`config.mk`:
```
export PLATFORM = sky130hd
export DESIGN_NAME = mem_access_stage
export DESIGN_NICKNAME = d
export VERILOG_FILES = /design/src/rtl/rv32_mem_pkg.sv /design/src/rtl/load_store_align.sv /design/src/rtl/mem_access_stage.sv
export SDC_FILE = /design/constraint.sdc
export NUM_CORES = 1
export LEC_CHECK = 0
export ABC_AREA = 1
export CAP_MARGIN = 10
export CORE_MARGIN = 5
export CORE_UTILIZATION = 50
export CTS_BUF_LIST = sky130_fd_sc_hd__clkbuf_8
export CTS_CLUSTER_SIZE = 8
export DETAILED_ROUTE_END_ITERATION = 8
export PLACE_DENSITY = 0.85
export REMOVE_ABC_BUFFERS = 1
export SYNTH_ARGS = -nofsm -noshare
export SYNTH_HDL_FRONTEND = slang
export SYNTH_SLANG_ARGS = --single-unit
export TNS_END_PERCENT = 50
```
`constraint.sdc`:
```
create_clock -name CLOCK -period 7.62 [get_ports CLOCK]
set_input_delay 1.524 -clock CLOCK [delete_from_list [all_inputs] [get_ports CLOCK]]
set_output_delay 1.524 -clock CLOCK [all_outputs]
set_load 0.01 [all_outputs]
```
`src/rtl/rv32_mem_pkg.sv`:
```
// Shared definitions for the RV32IM memory-access stage: load/store op codes
// and the stage FSM state type.
package rv32_mem_pkg;

  // DATA_MEM_READ_IN encodings; any other code means "no load".
  localparam logic [2:0] LD_NONE = 3'b000;
  localparam logic [2:0] LD_LB   = 3'b001;
  localparam logic [2:0] LD_LH   = 3'b010;
  localparam logic [2:0] LD_LW   = 3'b011;
  localparam logic [2:0] LD_LBU  = 3'b101;
  localparam logic [2:0] LD_LHU  = 3'b110;

  // DATA_MEM_WRITE_IN encodings.
  localparam logic [1:0] ST_NONE = 2'b00;
  localparam logic [1:0] ST_SB   = 2'b01;
  localparam logic [1:0] ST_SH   = 2'b10;
  localparam logic [1:0] ST_SW   = 2'b11;

  typedef enum logic [1:0] {
    S_IDLE   = 2'd0,
    S_ACCESS = 2'd1,
    S_DONE   = 2'd2
  } mem_state_e;

  // True for the five load codes that actually perform a read.
  function automatic logic is_load(input logic [2:0] op);
    logic legal;
    case (op)
      LD_LB, LD_LH, LD_LW, LD_LBU, LD_LHU: legal = 1'b1;
      default:                             legal = 1'b0;
    endcase
    return legal;
  endfunction

endpackage

```
`src/rtl/load_store_align.sv`:
```
// Purely combinational lane logic for the memory-access stage: decodes the
// op, flags misalignment, builds byte enables and replicated store data, and
// extracts/extends the addressed lane of a returned read word.
import rv32_mem_pkg::*;

module load_store_align (
  input  logic [2:0]  read_op_i,
  input  logic [1:0]  write_op_i,
  input  logic [1:0]  addr_lo_i,
  input  logic [31:0] store_data_i,
  input  logic [2:0]  ld_op_i,      // load code latched at request time
  input  logic [1:0]  ld_lane_i,    // address low bits latched at request time
  input  logic [31:0] rdata_i,
  output logic        is_read_o,
  output logic        is_write_o,
  output logic        misaligned_o,
  output logic [3:0]  be_o,
  output logic [31:0] wdata_o,
  output logic [31:0] ext_o
);

  logic [1:0] size_code;  // 0 byte, 1 half, 2 word
  logic [7:0] byte_sel;
  logic [15:0] half_sel;

  // Decode op width, alignment, byte enables and store replication.
  always_comb begin
    is_read_o    = is_load(read_op_i);
    // A read wins when both read and write are requested.
    is_write_o   = !is_read_o && (write_op_i != ST_NONE);
    size_code    = 2'd0;
    misaligned_o = 1'b0;
    be_o         = 4'b0000;
    wdata_o      = '0;

    if (is_read_o) begin
      case (read_op_i)
        LD_LH, LD_LHU: size_code = 2'd1;
        LD_LW:         size_code = 2'd2;
        default:       size_code = 2'd0;
      endcase
    end else begin
      case (write_op_i)
        ST_SH:   size_code = 2'd1;
        ST_SW:   size_code = 2'd2;
        default: size_code = 2'd0;
      endcase
    end

    if (is_read_o || is_write_o) begin
      case (size_code)
        2'd1: begin
          misaligned_o = addr_lo_i[0];
          be_o         = addr_lo_i[1] ? 4'b1100 : 4'b0011;
        end
        2'd2: begin
          misaligned_o = |addr_lo_i;
          be_o         = 4'b1111;
        end
        default: be_o = 4'b0001 << addr_lo_i;
      endcase
    end

    if (is_write_o) begin
      case (write_op_i)
        ST_SB:   wdata_o = {4{store_data_i[7:0]}};
        ST_SH:   wdata_o = {2{store_data_i[15:0]}};
        default: wdata_o = store_data_i;
      endcase
    end
  end

  // Select the addressed lane of the read word and extend it.
  always_comb begin
    case (ld_lane_i)
      2'd1:    byte_sel = rdata_i[15:8];
      2'd2:    byte_sel = rdata_i[23:16];
      2'd3:    byte_sel = rdata_i[31:24];
      default: byte_sel = rdata_i[7:0];
    endcase
    half_sel = ld_lane_i[1] ? rdata_i[31:16] : rdata_i[15:0];

    case (ld_op_i)
      LD_LB:   ext_o = {{24{byte_sel[7]}}, byte_sel};
      LD_LBU:  ext_o = {24'b0, byte_sel};
      LD_LH:   ext_o = {{16{half_sel[15]}}, half_sel};
      LD_LHU:  ext_o = {16'b0, half_sel};
      default: ext_o = rdata_i;
    endcase
  end

endmodule

```
`src/rtl/mem_access_stage.sv`:
```
// MEM stage of the RV32IM pipeline: turns load/store control into a
// word-aligned req/ack transaction, stalls the pipe with BUSYWAIT while it is
// outstanding, and registers the extended load result.
// Optional access timeout: define MEM_ACCESS_TIMEOUT_EN.
import rv32_mem_pkg::*;

module mem_access_stage #(
  parameter int unsigned TIMEOUT_CYCLES = 64
) (
  input  logic        CLOCK,
  input  logic        RESET,
  input  logic [2:0]  DATA_MEM_READ_IN,
  input  logic [1:0]  DATA_MEM_WRITE_IN,
  input  logic [31:0] ALU_RESULT_IN,
  input  logic [31:0] DATA2_IN,
  output logic [31:0] DATA_MEM_RESULT_OUT,
  output logic        BUSYWAIT,
  output logic        MISALIGNED,
  output logic        ACCESS_FAULT,
  output logic        MEM_REQ,
  output logic        MEM_WE,
  output logic [31:0] MEM_ADDR,
  output logic [31:0] MEM_WDATA,
  output logic [3:0]  MEM_BE,
  input  logic [31:0] MEM_RDATA,
  input  logic        MEM_ACK
);

  mem_state_e  state_q;
  logic        mem_req_q;
  logic        mem_we_q;
  logic [31:0] mem_addr_q;
  logic [31:0] mem_wdata_q;
  logic [3:0]  mem_be_q;
  logic [31:0] result_q;
  logic [2:0]  ld_op_q;
  logic [1:0]  ld_lane_q;

  logic        is_read;
  logic        is_write;
  logic        op_valid;
  logic        misaligned;
  logic [3:0]  be;
  logic [31:0] wdata;
  logic [31:0] ext_data;
  logic        start;
  logic        timeout;

  load_store_align u_align (
    .read_op_i    (DATA_MEM_READ_IN),
    .write_op_i   (DATA_MEM_WRITE_IN),
    .addr_lo_i    (ALU_RESULT_IN[1:0]),
    .store_data_i (DATA2_IN),
    .ld_op_i      (ld_op_q),
    .ld_lane_i    (ld_lane_q),
    .rdata_i      (MEM_RDATA),
    .is_read_o    (is_read),
    .is_write_o   (is_write),
    .misaligned_o (misaligned),
    .be_o         (be),
    .wdata_o      (wdata),
    .ext_o        (ext_data)
  );

  assign op_valid = is_read | is_write;
  assign start    = (state_q == S_IDLE) && op_valid && !misaligned;
  assign BUSYWAIT = start || (state_q == S_ACCESS);
  assign MISALIGNED = misaligned;

  // A misaligned op reads as 0 in the same cycle it is presented.
  assign DATA_MEM_RESULT_OUT = ((state_q == S_IDLE) && misaligned) ? '0 : result_q;

  assign MEM_REQ   = mem_req_q;
  assign MEM_WE    = mem_we_q;
  assign MEM_ADDR  = mem_addr_q;
  assign MEM_WDATA = mem_wdata_q;
  assign MEM_BE    = mem_be_q;

`ifdef MEM_ACCESS_TIMEOUT_EN
  localparam int unsigned CntW = $clog2(TIMEOUT_CYCLES + 1);

  logic [CntW-1:0] cnt_q;
  logic            fault_q;

  assign timeout = (state_q == S_ACCESS) && !MEM_ACK &&
                   (cnt_q == CntW'(TIMEOUT_CYCLES - 1));

  // Count un-acknowledged ACCESS cycles; cleared whenever outside ACCESS.
  always_ff @(posedge CLOCK) begin
    if (RESET || (state_q != S_ACCESS)) begin
      cnt_q <= '0;
    end else if (!MEM_ACK) begin
      cnt_q <= cnt_q + 1'b1;
    end
  end

  // One-cycle fault pulse, visible during the DONE cycle after a timeout.
  always_ff @(posedge CLOCK) begin
    if (RESET) begin
      fault_q <= 1'b0;
    end else begin
      fault_q <= timeout;
    end
  end

  assign ACCESS_FAULT = fault_q;
`else
  assign timeout      = 1'b0;
  assign ACCESS_FAULT = 1'b0;
`endif

  // Stage FSM with registered request signals and load result.
  always_ff @(posedge CLOCK) begin
    if (RESET) begin
      state_q     <= S_IDLE;
      mem_req_q   <= 1'b0;
      mem_we_q    <= 1'b0;
      mem_addr_q  <= '0;
      mem_wdata_q <= '0;
      mem_be_q    <= 4'b0000;
      result_q    <= '0;
      ld_op_q     <= LD_NONE;
      ld_lane_q   <= 2'b00;
    end else begin
      unique case (state_q)
        S_IDLE: begin
          if (start) begin
            state_q     <= S_ACCESS;
            mem_req_q   <= 1'b1;
            mem_we_q    <= is_write;
            mem_addr_q  <= {ALU_RESULT_IN[31:2], 2'b00};
            mem_wdata_q <= wdata;
            mem_be_q    <= be;
            ld_op_q     <= is_read ? DATA_MEM_READ_IN : LD_NONE;
            ld_lane_q   <= ALU_RESULT_IN[1:0];
          end else if (misaligned) begin
            result_q <= '0;
          end
        end
        S_ACCESS: begin
          // An ACK in the final counted cycle still completes normally.
          if (MEM_ACK) begin
            mem_req_q <= 1'b0;
            state_q   <= S_DONE;
            if (!mem_we_q) begin
              result_q <= ext_data;
            end
          end else if (timeout) begin
            mem_req_q <= 1'b0;
            result_q  <= '0;
            state_q   <= S_DONE;
          end
        end
        S_DONE: begin
          state_q <= S_IDLE;
        end
        default: begin
          state_q <= S_IDLE;
        end
      endcase
    end
  end

endmodule

```
==> metrics.txt, run 1 <==
CTS Buffer Depth=2; utilization after layout=69.8%; post-route minimum period=6.51 ns; status=finished, final reports clean; Worst Setup SP=DATA_MEM_WRITE_IN[0]; Worst Skew=0.00549 ns; GPL Wtd Cong=0.939; area of the multi-input gates=3000 sq um; remaining global-route overflow=0; die area=13700 sq um; Synth Instances=853; Wirelength per Cell=15.0 microns; Power per Cell Area=185 nW/um^2; RSZ-0062 raised after global routing=false; #FFs+latches synth=107; setup TNS=0 ns; Crit. End Element=output pin; share of layout cells above drive strength 1=7.83%; P&R area growth vs syn=38.0%; DIE HEIGHT=117 microns; Port Buffers=205; sequential share of the synthesized area=37.4%; detailed placer's ending HPWL=12.7 mm; placed standard-cell area=7700 sq um; maxcap violations=0; clk sinks=107; hold_sp=MEM_WDATA[22]; endpoints failing setup=0; worst hold slack=0.468 ns; vias in the first global route=5872; crit-path most repeated cell=inv_1; final non-filler cell total=1165; H-tree Lvls=3; CP required=6.10 ns; met2 routed WL=8.19 mm; DRT iter0 DRCs=449; DR vias/cell=5.20; cts bufs inserted=9; ANT cells=0; reg-to-reg startpoint=ld_op_q[0]; dpl cells=1149; Lkg Pwr=3.29 nW; wire length on met1=6.72 mm; post-synth top area cell=dfxtp_1; Clock Latency Late Sink=0.37 ns; Hold Crit Class=reg2reg; cell breakdown of the critical path=clkdlybuf4s50_1 -> inv_1 -> ha_1 -> inv_1 -> o21ai_0 -> ha_1 -> inv_1 -> nand2_1 -> nor2_1 -> nand3_2 -> nand2_1 -> inv_1 -> clkdlybuf4s50_1; Hold Violations, Final=0; standard-cell row count=39; Worst-path clk slew=0.10 ns; routed via count=6055; peak supply drop=0.139 mV; Clock Tree Root=clkbuf_8; area share of the largest cell type after synthesis=37.4%; TritonCTS clock tree=built; routed wire length=17.5 mm; WS Path Type=in2out; Highest Signal Layer=met4; IO Count=209; GRT Util Overall=25.4%; final instance area=7900 sq um; delay of the slowest cell on the worst path=0.56 ns; Distinct cells, synth=32; Arr. time, crit path=4.99 ns; Layout fillers=1045; fin crit share=85.4%; Critical-path top delay cell=nand3_2; DRT Pass-1 Iters=5; worst-path fanout max=33; DRT antenna net count=0; measured slew at the worst slew-check pin=0.996 ns; Fmax=154 MHz; post-CTS setup buffer count=0; number of remaining DRC errors=0; first-pass GRT wire length=27.8 mm; max-slew violation count=0; core footprint=11300 sq um; CP startpoint kind=input pin; register area=2140 sq um; met3 WL post-DR=2.20 mm; Avg Cell Area, Syn=6.71 sq um; post_cts resized=0; initial antenna violation count=0; largest cells by area after synthesis=dfxtp_1 37%, nand2_1 18%, a21oi_1 9.4%, nand3_1 5.3%, inv_1 5.2%; synthesized cell area=5720 sq um; largest net degree at the start of global routing=79; cts hold-fix bufs=0; Final #Nets=1129; Max-Slew Margin vs Limit=33.3%; Horiz. Die Dim=117 microns; Initial Util=50.6%; Ys Warns=0
-- per-layer routing --
layer | vias up | global-route usage, %
li1 | 3060 | -
met1 | 2709 | 29.3
met2 | 257 | 42.8
met3 | 29 | 11.1
met4 | 0 | 7.49
met5 | - | 0
-- cells in the final DEF (no fill, tap or decap), types with 9 or more instances in the layout --
cell / n
nand2_1: 282
clkdlybuf4s50_1: 204
a21oi_1: 108
dfxtp_1: 107
inv_1: 81
nand3_1: 61
nor2_1: 35
or2_2: 18
a21oi_2: 16
o21ai_0: 15
nand3_2: 12
a211oi_1: 10
clkbuf_8: 9
-- sequential cells by signal (all words and copies together), names as in the netlist --
register   flops
MEM_WDATA     32
result_q      32
MEM_ADDR      30
MEM_BE         4
ld_op_q        3
ld_lane_q      2
state_q        2
MEM_REQ        1
MEM_WE         1
-- path summary, 6_finish.rpt --
check,end,slack [ns],depth (start not counted)
max reg2reg,result_q[15],5.01,6
min,MEM_WDATA[22],0.47,2
max,DATA_MEM_RESULT_OUT[17],1.11,13
min reg2reg,MEM_WDATA[22],0.47,2
-- synth_stat cells (all sizes together) --
| cell type | instances |
|---|---|
| ha | 8 |
| conb | 1 |
| nand2 | 286 |
| nand4 | 5 |
| or2 | 19 |
| dfxtp | 107 |
| nor3 | 8 |
| buf | 28 |
| nand3b | 1 |
| a21oi | 124 |
| mux2i | 7 |
| o211ai | 5 |
| a31o | 7 |
| o21ai | 16 |
| nor2 | 36 |
| nand3 | 74 |
| clkbuf | 29 |
| inv | 81 |
| clkinv | 1 |
| a211oi | 10 |
-- critical path, delay by kind of cell --
kind	cells	cell delay, ns
AND/OR/NAND/NOR	4	0.98
buffers and inverters	6	1.38
adder cells (fa/ha/maj)	2	0.77
AO/OA/AOI/OAI	1	0.30
-- cell type report --
class	instances	share of cell area, %
multi-input cells	609	37.9
clock inverters	7	0.967
repair buffers	208	26.2
inverters	82	3.90
well taps	143	2.27
clock buffers	9	1.57
flip-flops and latches	107	27.1
-- stage by stage --
stage | total power, mW | setup slack, ns
CTS | 1.47 | 1.07
global route | 1.54 | 0.750
floorplan | 0.884 | 2.47
finish | 1.46 | 1.11
global placement | 1.10 | 1.21
detailed placement | 1.11 | 1.06
-- report_power, final --
part           leakage [nW]  switching (mW)  internal [mW]
combinational          2.31           0.268          0.199
clock                 0.107           0.206          0.155
sequential            0.873          0.0274          0.602
-- logic make-up (layout without fill, tap and decap cells) --
group	Yosys count	count (layout)	synth area share [%]
simple gates	429	429	32.8
compound gates	162	162	16.4
buf+inv	139	306	10.4
flops	107	107	37.4
fa+ha+maj	8	8	1.75
mux	7	7	1.22
other cells	1	3	0.0655
Note: power is estimated with default switching activity, not from simulation.
==> inputs of run 2 (changes only) <==
--- a/config.mk
+++ b/config.mk
@@ -12,7 +12,7 @@
 export CTS_BUF_LIST = sky130_fd_sc_hd__clkbuf_8
 export CTS_CLUSTER_SIZE = 8
 export DETAILED_ROUTE_END_ITERATION = 8
-export PLACE_DENSITY = 0.85
+export PLACE_DENSITY = 0.9
 export REMOVE_ABC_BUFFERS = 1
 export SYNTH_ARGS = -nofsm -noshare
 export SYNTH_HDL_FRONTEND = slang
==> metrics.txt, run 2 (synthesis gave the netlist of run 1 again) <==
Clock Tree Root=clkbuf_8; reg-to-reg startpoint=state_q[0]; cell breakdown of the critical path=clkdlybuf4s50_1 -> inv_1 -> ha_1 -> inv_1 -> o21ai_0 -> ha_1 -> inv_1 -> nand2_1 -> nor2_1 -> nand3_2 -> nand2_1 -> inv_1 -> clkdlybuf4s50_1; P&R area growth vs syn=38.6%; die area=13700 sq um (unchanged); max-slew violation count=0 (unchanged); initial antenna violation count=0 (unchanged); routed via count=6080 (+0.41%); Horiz. Die Dim=117 microns (unchanged); worst-path fanout max=33 (unchanged); delay of the slowest cell on the worst path=0.57 ns (about the same); clk sinks=107 (unchanged); Arr. time, crit path=4.99 ns (about the same); Hold Violations, Final=0 (unchanged); WS Path Type=in2out; Hold Path End=result_q[15]; maxcap violations=0 (unchanged); share of layout cells above drive strength 1=7.93% (+0.098 points); DRT iter0 DRCs=363 (-19%); remaining global-route overflow=0 (unchanged); Hold Crit Depth=2 (unchanged); cts hold-fix bufs=0 (unchanged); Layout fillers=972 (-7.0%); peak supply drop=0.126 mV (-9.1%); Fmax=154 MHz (about the same); dpl cells=1148 (-0.087%); DRT antenna net count=0 (unchanged); cts bufs inserted=9 (unchanged); post_cts resized=0 (unchanged); FF-to-FF setup slack=5.04 ns (+0.03 ns); CP startpoint kind=input pin; vias in the first global route=5754 (-2.0%); Reg-to-Reg End=result_q[14]; Crit. End Element=output pin; standard-cell row count=39 (unchanged); Worst-path clk slew=0.10 ns (about the same); Clock Latency Late Sink=0.39 ns (+0.02 ns); Power per Cell Area=190 nW/um^2 (+2.9%); hold_sp=result_q[15]; worst hold slack=0.467 ns (-0.00116 ns); Port Buffers=205 (unchanged); Critical-path top delay cell=nand3_2; ANT cells=0 (unchanged); Initial Util=50.6% (unchanged); Worst Skew=0.00946 ns (+0.00397 ns); FF-to-FF path depth=5 (-1); core footprint=11300 sq um (unchanged); post-CTS setup buffer count=0 (unchanged); fin crit share=85.4% (about the same); DIE HEIGHT=117 microns (unchanged); Final #Nets=1129 (unchanged); DR vias/cell=5.22 (+0.41%); CTS Buffer Depth=2 (unchanged); Lkg Pwr=3.30 nW (+0.43%); Hold Crit Class=reg2reg; TritonCTS clock tree=built; RSZ-0062 raised after global routing=false; GRT Util Overall=25.4% (about the same); CP required=6.10 ns (about the same); crit-path most repeated cell=inv_1; Max-Slew Margin vs Limit=31.7% (-1.6 points); post-route minimum period=6.51 ns (-0.00155 ns); status=finished, final reports clean; setup TNS=0 ns (unchanged); first-pass GRT wire length=27.8 mm (+0.13%); Wirelength per Cell=15.2 microns (+1.5%); commonest non-fill, non-tap cells in the layout=282 x nand2_1, 204 x clkdlybuf4s50_1, 108 x a21oi_1; largest net degree at the start of global routing=83 (+5.1%); number of remaining DRC errors=0 (unchanged); routed wire length=17.7 mm (+1.5%); H-tree Lvls=3 (unchanged); IO Count=209 (unchanged); endpoints failing setup=0 (unchanged); commonest non-fill, non-tap cell in the layout=nand2_1; final non-filler cell total=1165 (unchanged); detailed placer's ending HPWL=12.7 mm (+0.49%); DRT Pass-1 Iters=5 (unchanged); Final Power=1.51 mW (+3.3%); GPL Wtd Cong=0.942 (+0.32%); measured slew at the worst slew-check pin=1.02 ns (+0.0280 ns)
-- run 2: changes by cell type in the layout (fill, tap and decap cells not counted), sizes merged --
cell	change
bufinv	+1
clkinv	-2
inv	+1
-- run 2: worst max-delay path: cells and delay by family --
kind / cells / cell delay [ns]
compound gates: 1 / 0.28
buf+inv: 6 / 1.36
fa+ha+maj: 2 / 0.78
simple gates: 4 / 1.01
-- run 2: layout make-up --
type / count / area [sq um] / share of cell area [%]
clock inverters: 7 / 105 / 1.32
multi-input cells: 609 / 3000 / 37.8
inverters: 82 / 308 / 3.88
repair buffers: 208 / 2080 / 26.2
clock buffers: 9 / 124 / 1.56
flip-flops and latches: 107 / 2140 / 27.0
well taps: 143 / 179 / 2.26
-- run 2: metrics by stage --
| stage | utilization [%] | cell area, sq um | setup WS, ns |
|---|---|---|---|
| floorplan | - | 5450 | 2.47 |
| global placement | 67.9 | 7690 | 1.26 |
| detailed placement | 67.9 | 7690 | 1.08 |
| CTS | 69.9 | 7920 | 1.08 |
| global route | 70.1 | 7930 | 0.693 |
| finish | 70.1 | 7930 | 1.11 |
-- run 2: worst max-delay path by stage --
stage,from,endpoint,slack [ns],cells after the start
2_1_floorplan,DATA_MEM_WRITE_IN[0],BUSYWAIT,2.47,11
3_3_place_gp,DATA_MEM_WRITE_IN[0],DATA_MEM_RESULT_OUT[22],1.26,13
3_5_place_dp,DATA_MEM_WRITE_IN[0],DATA_MEM_RESULT_OUT[8],1.08,13
4_1_cts,DATA_MEM_WRITE_IN[0],DATA_MEM_RESULT_OUT[8],1.08,13
5_1_grt,DATA_MEM_WRITE_IN[0],DATA_MEM_RESULT_OUT[29],0.69,13
6_report,DATA_MEM_WRITE_IN[0],DATA_MEM_RESULT_OUT[20],1.11,13
-- run 2: metal layers --
layer / up-vias / wire [microns] / global-route usage [%]
met1: 2724 / 6820 / 29.3
met5: - / 0 / 0
met2: 267 / 8330 / 42.8
li1: 3055 / - / -
met3: 34 / 2180 / 10.6
met4: 0 / 416 / 8.49
-- run 2: report_power, final --
part | internal, mW | switching (mW)
registers | 0.602 | 0.0282
logic | 0.201 | 0.269
clock network | 0.192 | 0.215
total | 0.994 | 0.512
